$ cat src/rtl/spi_pkg.sv
// Shared SPI definitions: one-hot state encoding, derived timing widths and
// parameter legality helpers reused by SPI masters built on the same timer.
package spi_pkg;

    // One-hot sequencing states; IDLE is the all-zero code.
    typedef enum logic [3:0] {
        ST_IDLE  = 4'b0000,
        ST_SETUP = 4'b0001,
        ST_SHIFT = 4'b0010,
        ST_HOLD  = 4'b0100,
        ST_GAP   = 4'b1000
    } spi_state_e;

    // Number of clk cycles per sclk half-period.
    function automatic int unsigned half_period(input int unsigned div);
        return div / 32'd2;
    endfunction

    // Width of the half-period counter: ceil(log2(H+1)).
    function automatic int unsigned hp_cnt_width(input int unsigned div);
        return $clog2((div / 32'd2) + 32'd1);
    endfunction

    // Width of the half-period index counter: ceil(log2(2*WIDTH)), at least 1.
    function automatic int unsigned bit_cnt_width(input int unsigned width);
        int unsigned w;
        w = $clog2(32'd2 * width);
        return (w < 32'd1) ? 32'd1 : w;
    endfunction

    // DIV must be even and at least 2; WIDTH must be at least 1.
    function automatic bit params_legal(input int unsigned div, input int unsigned width);
        return (div >= 32'd2) && ((div % 32'd2) == 32'd0) && (width >= 32'd1);
    endfunction

endpackage

$ cat src/rtl/spi_edge_timer.sv
// Half-period timer: counts H clock cycles while run is high and flags the last
// cycle of every half-period with tick. Dropping run clears the count so each
// transaction starts on a clean half-period boundary.
module spi_edge_timer #(
    parameter int unsigned H     = 32'd4,
    parameter int unsigned CNT_W = 32'd3
) (
    input  logic clk_i,
    input  logic rst_i,
    input  logic run,
    output logic tick
);

    localparam logic [CNT_W-1:0] LAST_CNT = CNT_W'(H - 32'd1);

    logic [CNT_W-1:0] cnt_r;

    // Half-period cycle counter, wrapping at H-1 and held at zero when idle.
    always_ff @(posedge clk_i or posedge rst_i) begin
        if (rst_i) begin
            cnt_r <= '0;
        end else if (!run) begin
            cnt_r <= '0;
        end else if (cnt_r == LAST_CNT) begin
            cnt_r <= '0;
        end else begin
            cnt_r <= cnt_r + 1'b1;
        end
    end

    assign tick = run && (cnt_r == LAST_CNT);

endmodule

$ cat src/rtl/spi_byte_master.sv
// SPI master for CPHA=0: frames one WIDTH-bit word per handshake with chip
// select, a half-period of setup, WIDTH sclk pulses, a half-period of hold and
// a half-period gap. MOSI leaves MSB first; MISO is sampled as sclk goes active.
module spi_byte_master
    import spi_pkg::*;
#(
    parameter int unsigned DIV   = 32'd8,
    parameter bit          CPOL  = 1'b0,
    parameter int unsigned WIDTH = 32'd8
) (
    input  logic             clk_i,
    input  logic             rst_i,
    input  logic             start_i,
    input  logic [WIDTH-1:0] data_i,
    output logic             ready_o,
    output logic             busy_o,
    output logic             done_o,
    output logic [WIDTH-1:0] data_o,
    output logic             sclk_o,
    output logic             mosi_o,
    input  logic             miso_i,
    output logic             cs_n_o
);

    localparam int unsigned H_C   = half_period(DIV);
    localparam int unsigned HP_W  = hp_cnt_width(DIV);
    localparam int unsigned BIT_W = bit_cnt_width(WIDTH);

    // Index of the final half-period and of the final active->idle transition.
    localparam logic [BIT_W-1:0] LAST_HP   = BIT_W'(32'd2 * WIDTH - 32'd1);
    localparam logic [BIT_W-1:0] LAST_FALL = BIT_W'(32'd2 * WIDTH - 32'd2);

    localparam logic SCLK_IDLE   = CPOL;
    localparam logic SCLK_ACTIVE = ~CPOL;

    generate
        if (!params_legal(DIV, WIDTH)) begin : g_bad_params
            $error("spi_byte_master: DIV must be even and >= 2, WIDTH must be >= 1");
        end
    endgenerate

    spi_state_e       state_r;
    spi_state_e       state_nxt_s;
    logic [BIT_W-1:0] hp_r;
    logic [BIT_W-1:0] hp_nxt_s;
    logic [WIDTH-1:0] tx_r;
    logic [WIDTH-1:0] tx_nxt_s;
    logic [WIDTH-1:0] rx_r;
    logic [WIDTH-1:0] rx_nxt_s;
    logic [WIDTH-1:0] data_r;
    logic [WIDTH-1:0] data_nxt_s;
    logic             sclk_r;
    logic             sclk_nxt_s;
    logic             mosi_r;
    logic             mosi_nxt_s;
    logic             cs_n_r;
    logic             cs_n_nxt_s;
    logic             done_r;
    logic             done_nxt_s;
    logic             run_s;
    logic             tick_s;
    logic [WIDTH:0]   tx_ext_s;
    logic [WIDTH:0]   rx_ext_s;

    // Shift helpers that stay legal for WIDTH == 1.
    assign tx_ext_s = {tx_r, 1'b0};
    assign rx_ext_s = {rx_r, miso_i};

    assign run_s = (state_r != ST_IDLE);

    spi_edge_timer #(
        .H     (H_C),
        .CNT_W (HP_W)
    ) u_timer (
        .clk_i (clk_i),
        .rst_i (rst_i),
        .run   (run_s),
        .tick  (tick_s)
    );

    // State register.
    always_ff @(posedge clk_i or posedge rst_i) begin
        if (rst_i) begin
            state_r <= ST_IDLE;
        end else begin
            state_r <= state_nxt_s;
        end
    end

    // Next-state logic: every busy state advances only on a timer tick.
    always_comb begin
        state_nxt_s = state_r;
        case (state_r)
            ST_IDLE: begin
                if (start_i) state_nxt_s = ST_SETUP;
                else         state_nxt_s = ST_IDLE;
            end
            ST_SETUP: begin
                if (tick_s) state_nxt_s = ST_SHIFT;
                else        state_nxt_s = ST_SETUP;
            end
            ST_SHIFT: begin
                if (tick_s && (hp_r == LAST_HP)) state_nxt_s = ST_HOLD;
                else                             state_nxt_s = ST_SHIFT;
            end
            ST_HOLD: begin
                if (tick_s) state_nxt_s = ST_GAP;
                else        state_nxt_s = ST_HOLD;
            end
            ST_GAP: begin
                if (tick_s) state_nxt_s = ST_IDLE;
                else        state_nxt_s = ST_GAP;
            end
            default: begin
                state_nxt_s = ST_IDLE;
            end
        endcase
    end

    // Output/datapath next values: pin levels, shift registers, half-period index.
    always_comb begin
        hp_nxt_s   = hp_r;
        tx_nxt_s   = tx_r;
        rx_nxt_s   = rx_r;
        data_nxt_s = data_r;
        sclk_nxt_s = sclk_r;
        mosi_nxt_s = mosi_r;
        cs_n_nxt_s = cs_n_r;
        done_nxt_s = 1'b0;
        case (state_r)
            ST_IDLE: begin
                sclk_nxt_s = SCLK_IDLE;
                if (start_i) begin
                    tx_nxt_s   = data_i;
                    rx_nxt_s   = '0;
                    hp_nxt_s   = '0;
                    mosi_nxt_s = data_i[WIDTH-1];
                    cs_n_nxt_s = 1'b0;
                end else begin
                    mosi_nxt_s = 1'b0;
                    cs_n_nxt_s = 1'b1;
                end
            end
            ST_SETUP: begin
                if (tick_s) begin
                    // Entering half-period 0: idle->active edge samples MISO.
                    sclk_nxt_s = SCLK_ACTIVE;
                    rx_nxt_s   = rx_ext_s[WIDTH-1:0];
                end else begin
                    sclk_nxt_s = SCLK_IDLE;
                end
            end
            ST_SHIFT: begin
                if (tick_s) begin
                    if (hp_r == LAST_HP) begin
                        sclk_nxt_s = SCLK_IDLE;
                    end else begin
                        hp_nxt_s   = hp_r + 1'b1;
                        sclk_nxt_s = ~sclk_r;
                        if (hp_r[0] == 1'b0) begin
                            // Active->idle edge: advance MOSI, except after the last bit.
                            if (hp_r != LAST_FALL) begin
                                tx_nxt_s   = tx_ext_s[WIDTH-1:0];
                                mosi_nxt_s = tx_ext_s[WIDTH-1];
                            end else begin
                                mosi_nxt_s = mosi_r;
                            end
                        end else begin
                            // Idle->active edge: sample MISO.
                            rx_nxt_s = rx_ext_s[WIDTH-1:0];
                        end
                    end
                end else begin
                    hp_nxt_s = hp_r;
                end
            end
            ST_HOLD: begin
                if (tick_s) begin
                    cs_n_nxt_s = 1'b1;
                    mosi_nxt_s = 1'b0;
                    data_nxt_s = rx_r;
                    done_nxt_s = 1'b1;
                end else begin
                    cs_n_nxt_s = 1'b0;
                end
            end
            ST_GAP: begin
                cs_n_nxt_s = 1'b1;
                mosi_nxt_s = 1'b0;
                sclk_nxt_s = SCLK_IDLE;
            end
            default: begin
                cs_n_nxt_s = 1'b1;
                mosi_nxt_s = 1'b0;
                sclk_nxt_s = SCLK_IDLE;
            end
        endcase
    end

    // Datapath and pin registers.
    always_ff @(posedge clk_i or posedge rst_i) begin
        if (rst_i) begin
            hp_r   <= '0;
            tx_r   <= '0;
            rx_r   <= '0;
            data_r <= '0;
            sclk_r <= SCLK_IDLE;
            mosi_r <= 1'b0;
            cs_n_r <= 1'b1;
            done_r <= 1'b0;
        end else begin
            hp_r   <= hp_nxt_s;
            tx_r   <= tx_nxt_s;
            rx_r   <= rx_nxt_s;
            data_r <= data_nxt_s;
            sclk_r <= sclk_nxt_s;
            mosi_r <= mosi_nxt_s;
            cs_n_r <= cs_n_nxt_s;
            done_r <= done_nxt_s;
        end
    end

    assign ready_o = (state_r == ST_IDLE);
    assign busy_o  = (state_r != ST_IDLE);
    assign done_o  = done_r;
    assign data_o  = data_r;
    assign sclk_o  = sclk_r;
    assign mosi_o  = mosi_r;
    assign cs_n_o  = cs_n_r;

endmodule
$ cat config.mk
export PLATFORM = sky130hd
export DESIGN_NAME = spi_byte_master
export DESIGN_NICKNAME = d
export VERILOG_FILES = /design/src/rtl/spi_pkg.sv /design/src/rtl/spi_edge_timer.sv /design/src/rtl/spi_byte_master.sv
export SDC_FILE = /design/constraint.sdc
export NUM_CORES = 1
export LEC_CHECK = 0
export ABC_AREA = 1
export CORE_ASPECT_RATIO = 0.75
export CORE_MARGIN = 2
export CORE_UTILIZATION = 52
export CTS_CLUSTER_DIAMETER = 80
export DETAILED_ROUTE_END_ITERATION = 10
export PLACE_DENSITY = 0.78
export SKIP_LAST_GASP = 1
export SYNTH_ARGS = -nofsm -noshare
export SYNTH_HDL_FRONTEND = slang
export SYNTH_SLANG_ARGS = --single-unit
$ cat constraint.sdc
create_clock -name clk_i -period 2.7 [get_ports clk_i]
set_input_delay 0.54 -clock clk_i [delete_from_list [all_inputs] [get_ports clk_i]]
set_output_delay 0.54 -clock clk_i [all_outputs]
set_load 0.05 [all_outputs]
==> impl_metrics.tcl <==
set metrics [dict create \
    run_status "complete, no violations" \
    yosysTopAreaCellShare_pct 49.4 \
    grt_pass1_wl_um 6620 \
    cts_buffers 5 \
    wl_um 3790 \
    placed_cell_area_sq_mm 0.00217 \
    drive_gt1_share_pct 12.5 \
    gp_congestion 0.835 \
    cp-start-kind "flip-flop" \
    synth_cell_types 22 \
    io_buffers 25 \
    io_pins 26 \
    reg2reg_depth 7 \
    cts.sinks 38 \
    syn_to_final_growth_pct 22.2 \
    hold-worst-slack_ps 447 \
    maxCapViolations 0 \
    vias_per_cell 5.08 \
    ys_warn_count 0 \
    worst_r2r_endpoint "tx_r[1]$_DFFE_PP0P_" \
    fin_crit_sh_pct 88.9 \
    die_w_um 73.3 \
    ant_nets 0 \
    netlist_top_cells_area "dfrtp_1 49%, nand2_1 17%, nand3_1 7.2%, o21ai_1 3.7%, inv_1 3.6%" \
    endpoint "busy_o" \
    grt_max_degree 39 \
    fmax_ghz 0.417 \
    cts_setup_buffers 0 \
    layout_commonest_cell "nand2_1" \
    hold_path_class "reg2reg" \
    netlist_instances 232 \
    finalSetupViolCount 0 \
    drcViolationCount 0 \
    h-tree-depth 2 \
    peakVddDrop_mv 0.588 \
    dieArea_sq_mm 0.00411 \
    fin_ws_ps 300 \
    max_slew_margin_pct 66.0 \
    cts_tree "done" \
    finalHoldViolations 0 \
    hpwl_um 2610 \
    switchingPower_uw 938 \
    grt_pass1_vias 1467 \
    diodes 0 \
    p_leak_uw 0.00117 \
    path_clk_slew_ps 80 \
    required_ps 2160 \
    wl_per_cell_um 12.5 \
    final_cell_mix "83 x nand2_1, 37 x dfrtp_1, 27 x nand3_1, 24 x clkdlybuf4s50_1, 18 x inv_1" \
    vias 1543 \
    worstSetupPathType "reg2out" \
    powerDensity_mw_per_mm2 960 \
    crit_fanout 6 \
    clk_latency_ps 290 \
    crit_arrival_ps 1860 \
    pre_cts_ws_ps 411 \
    drv_slew 0 \
    ys_seq_elements 38 \
    drt_iter0_drc 98 \
    worst_pin_slew_ps 508 \
    synth_top_area_cell "dfrtp_1" \
    grt_usage_pct 21.3 \
    skew_ps 2.64 \
    startpoint "state_r[0]$_DFF_PP0_" \
    clockRootBuffer "clkbuf_8" \
    grt_overflow 0 \
    synth_area_sq_mm 0.00187 \
    combPwrFrac_pct 41.4 \
    num_rows 18 \
    placed_cells 296 \
    synth.net_count 247 \
    worstSetupEndpointType "primary output" \
    clkPwrFrac_pct 22.1 \
    p_int_uw 1260 \
    reg2reg_slack_ps 1070 \
    finalInstanceArea_sq_mm 0.00229 \
    rsz0062_at_grt "no" \
    fp.dieH_um 56.0 \
    core_sq_mm 0.00338 \
    avgSynthCellArea_sq_um 8.08 \
    grt_antenna_before_repair 0 \
    fin_crit_ps 2400 \
    finalSetupTns_ps 0 \
    ys_seq_area_share_pct 50.8 \
    pwr-share-seq_pct 36.5 \
    fin_cells 304 \
    initial_utilization_pct 55.5 \
    switching_share_pct 42.6 \
    firstDrtPassIters 5 \
    reg2reg_from "state_r[3]$_DFF_PP0_" \
    fin_nets 278 \
    clk_path_buf_depth 2 \
    whs_path_depth 1 \
]
[layer usage]
layer	vias up	track usage (%)	routed length (um)
met1	707	31.8	1990
li1	795	-	-
met2	34	29.7	1570
met4	0	8.31	70
met5	-	0	0
met3	7	5.07	164
[worst max-delay path, cell delays in order, from the launching register on]
cell             delay [ps]
dfrtp_1                 440
nor2_2                  280
nand2_2                 130
clkdlybuf4s50_1         720
[state kept, by name (all words and copies together) (netlist names)]
signal	flops
cs_n_o	1
data_o	8
done_o	1
hp_r	4
mosi_o	1
rx_r	8
sclk_o	1
state_r	4
tx_r	7
u_timer.cnt_r	3
[cell families (layout without fill, tap and decap cells)]
group	count (synthesis)	in the layout	synth area share [%]
AOI/OAI and AO/OA	27	27	7.54
xor gates and xnor gates	2	2	0.935
adders and majority gates	3	3	2.00
buffers and inverters	28	60	5.81
DFF	38	38	50.8
and+or+nand+nor	134	134	32.9
[how the worst min path moves through the flow]
stage	from	to
floorplan	u_timer.cnt_r[0]$_DFF_PP0_	u_timer.cnt_r[0]$_DFF_PP0_
global placement	u_timer.cnt_r[0]$_DFF_PP0_	u_timer.cnt_r[0]$_DFF_PP0_
detailed placement	u_timer.cnt_r[0]$_DFF_PP0_	u_timer.cnt_r[0]$_DFF_PP0_
CTS	u_timer.cnt_r[0]$_DFF_PP0_	u_timer.cnt_r[0]$_DFF_PP0_
global route	u_timer.cnt_r[0]$_DFF_PP0_	u_timer.cnt_r[0]$_DFF_PP0_
finish	u_timer.cnt_r[0]$_DFF_PP0_	u_timer.cnt_r[0]$_DFF_PP0_
[per-stage QoR]
stage | util [%] | total power, uW
final | 67.8 | 2200
after detailed placement | 64.4 | 1710
after global routing | 67.8 | 2360
after floorplan | - | 1470
after CTS | 67.7 | 2200
after global placement | 64.4 | 1690
[cell usage after synthesis]
library cell  number
a21boi_1           1
a21oi_1           10
buf_2              3
dfrtp_1           37
dfstp_2            1
ha_1               3
inv_1             18
inv_2              7
nand2_1           83
nand2_2            2
nand2_4            2
nand3_1           27
nand3_2            2
nor2_1             8
nor2_2             3
nor2_4             5
nor3_1             2
o21ai_0            1
o21ai_1           14
o21ai_2            1
xnor2_1            1
xor2_1             1
[what timing repair did]
item / 4_1_cts / 5_1_grt
resized for setup: 0 / 1
endpoints found under the setup margin: 0 / 1
hold buffers: 0 / 0
endpoints found under the hold margin: 0 / 0
[cell type report]
class,count,area [sq um]
Fill cell,291,1090
Sequential cell,38,952
Timing Repair Buffer,27,268
Tap cell,40,50.0
Multi-Input combinational cell,166,813
Clock inverter,3,45.0
Clock buffer,5,68.8
Inverter,25,93.8
[power by group through the flow]
stage	sequential (uW)	combinational, uW	clock [uW]
3_3_place_gp	806	883	0
3_5_place_dp	810	900	0
4_1_cts	801	911	491
6_report	802	911	486
5_1_grt	824	1020	518
2_1_floorplan	868	598	0
(Power assumes the default switching activity.)
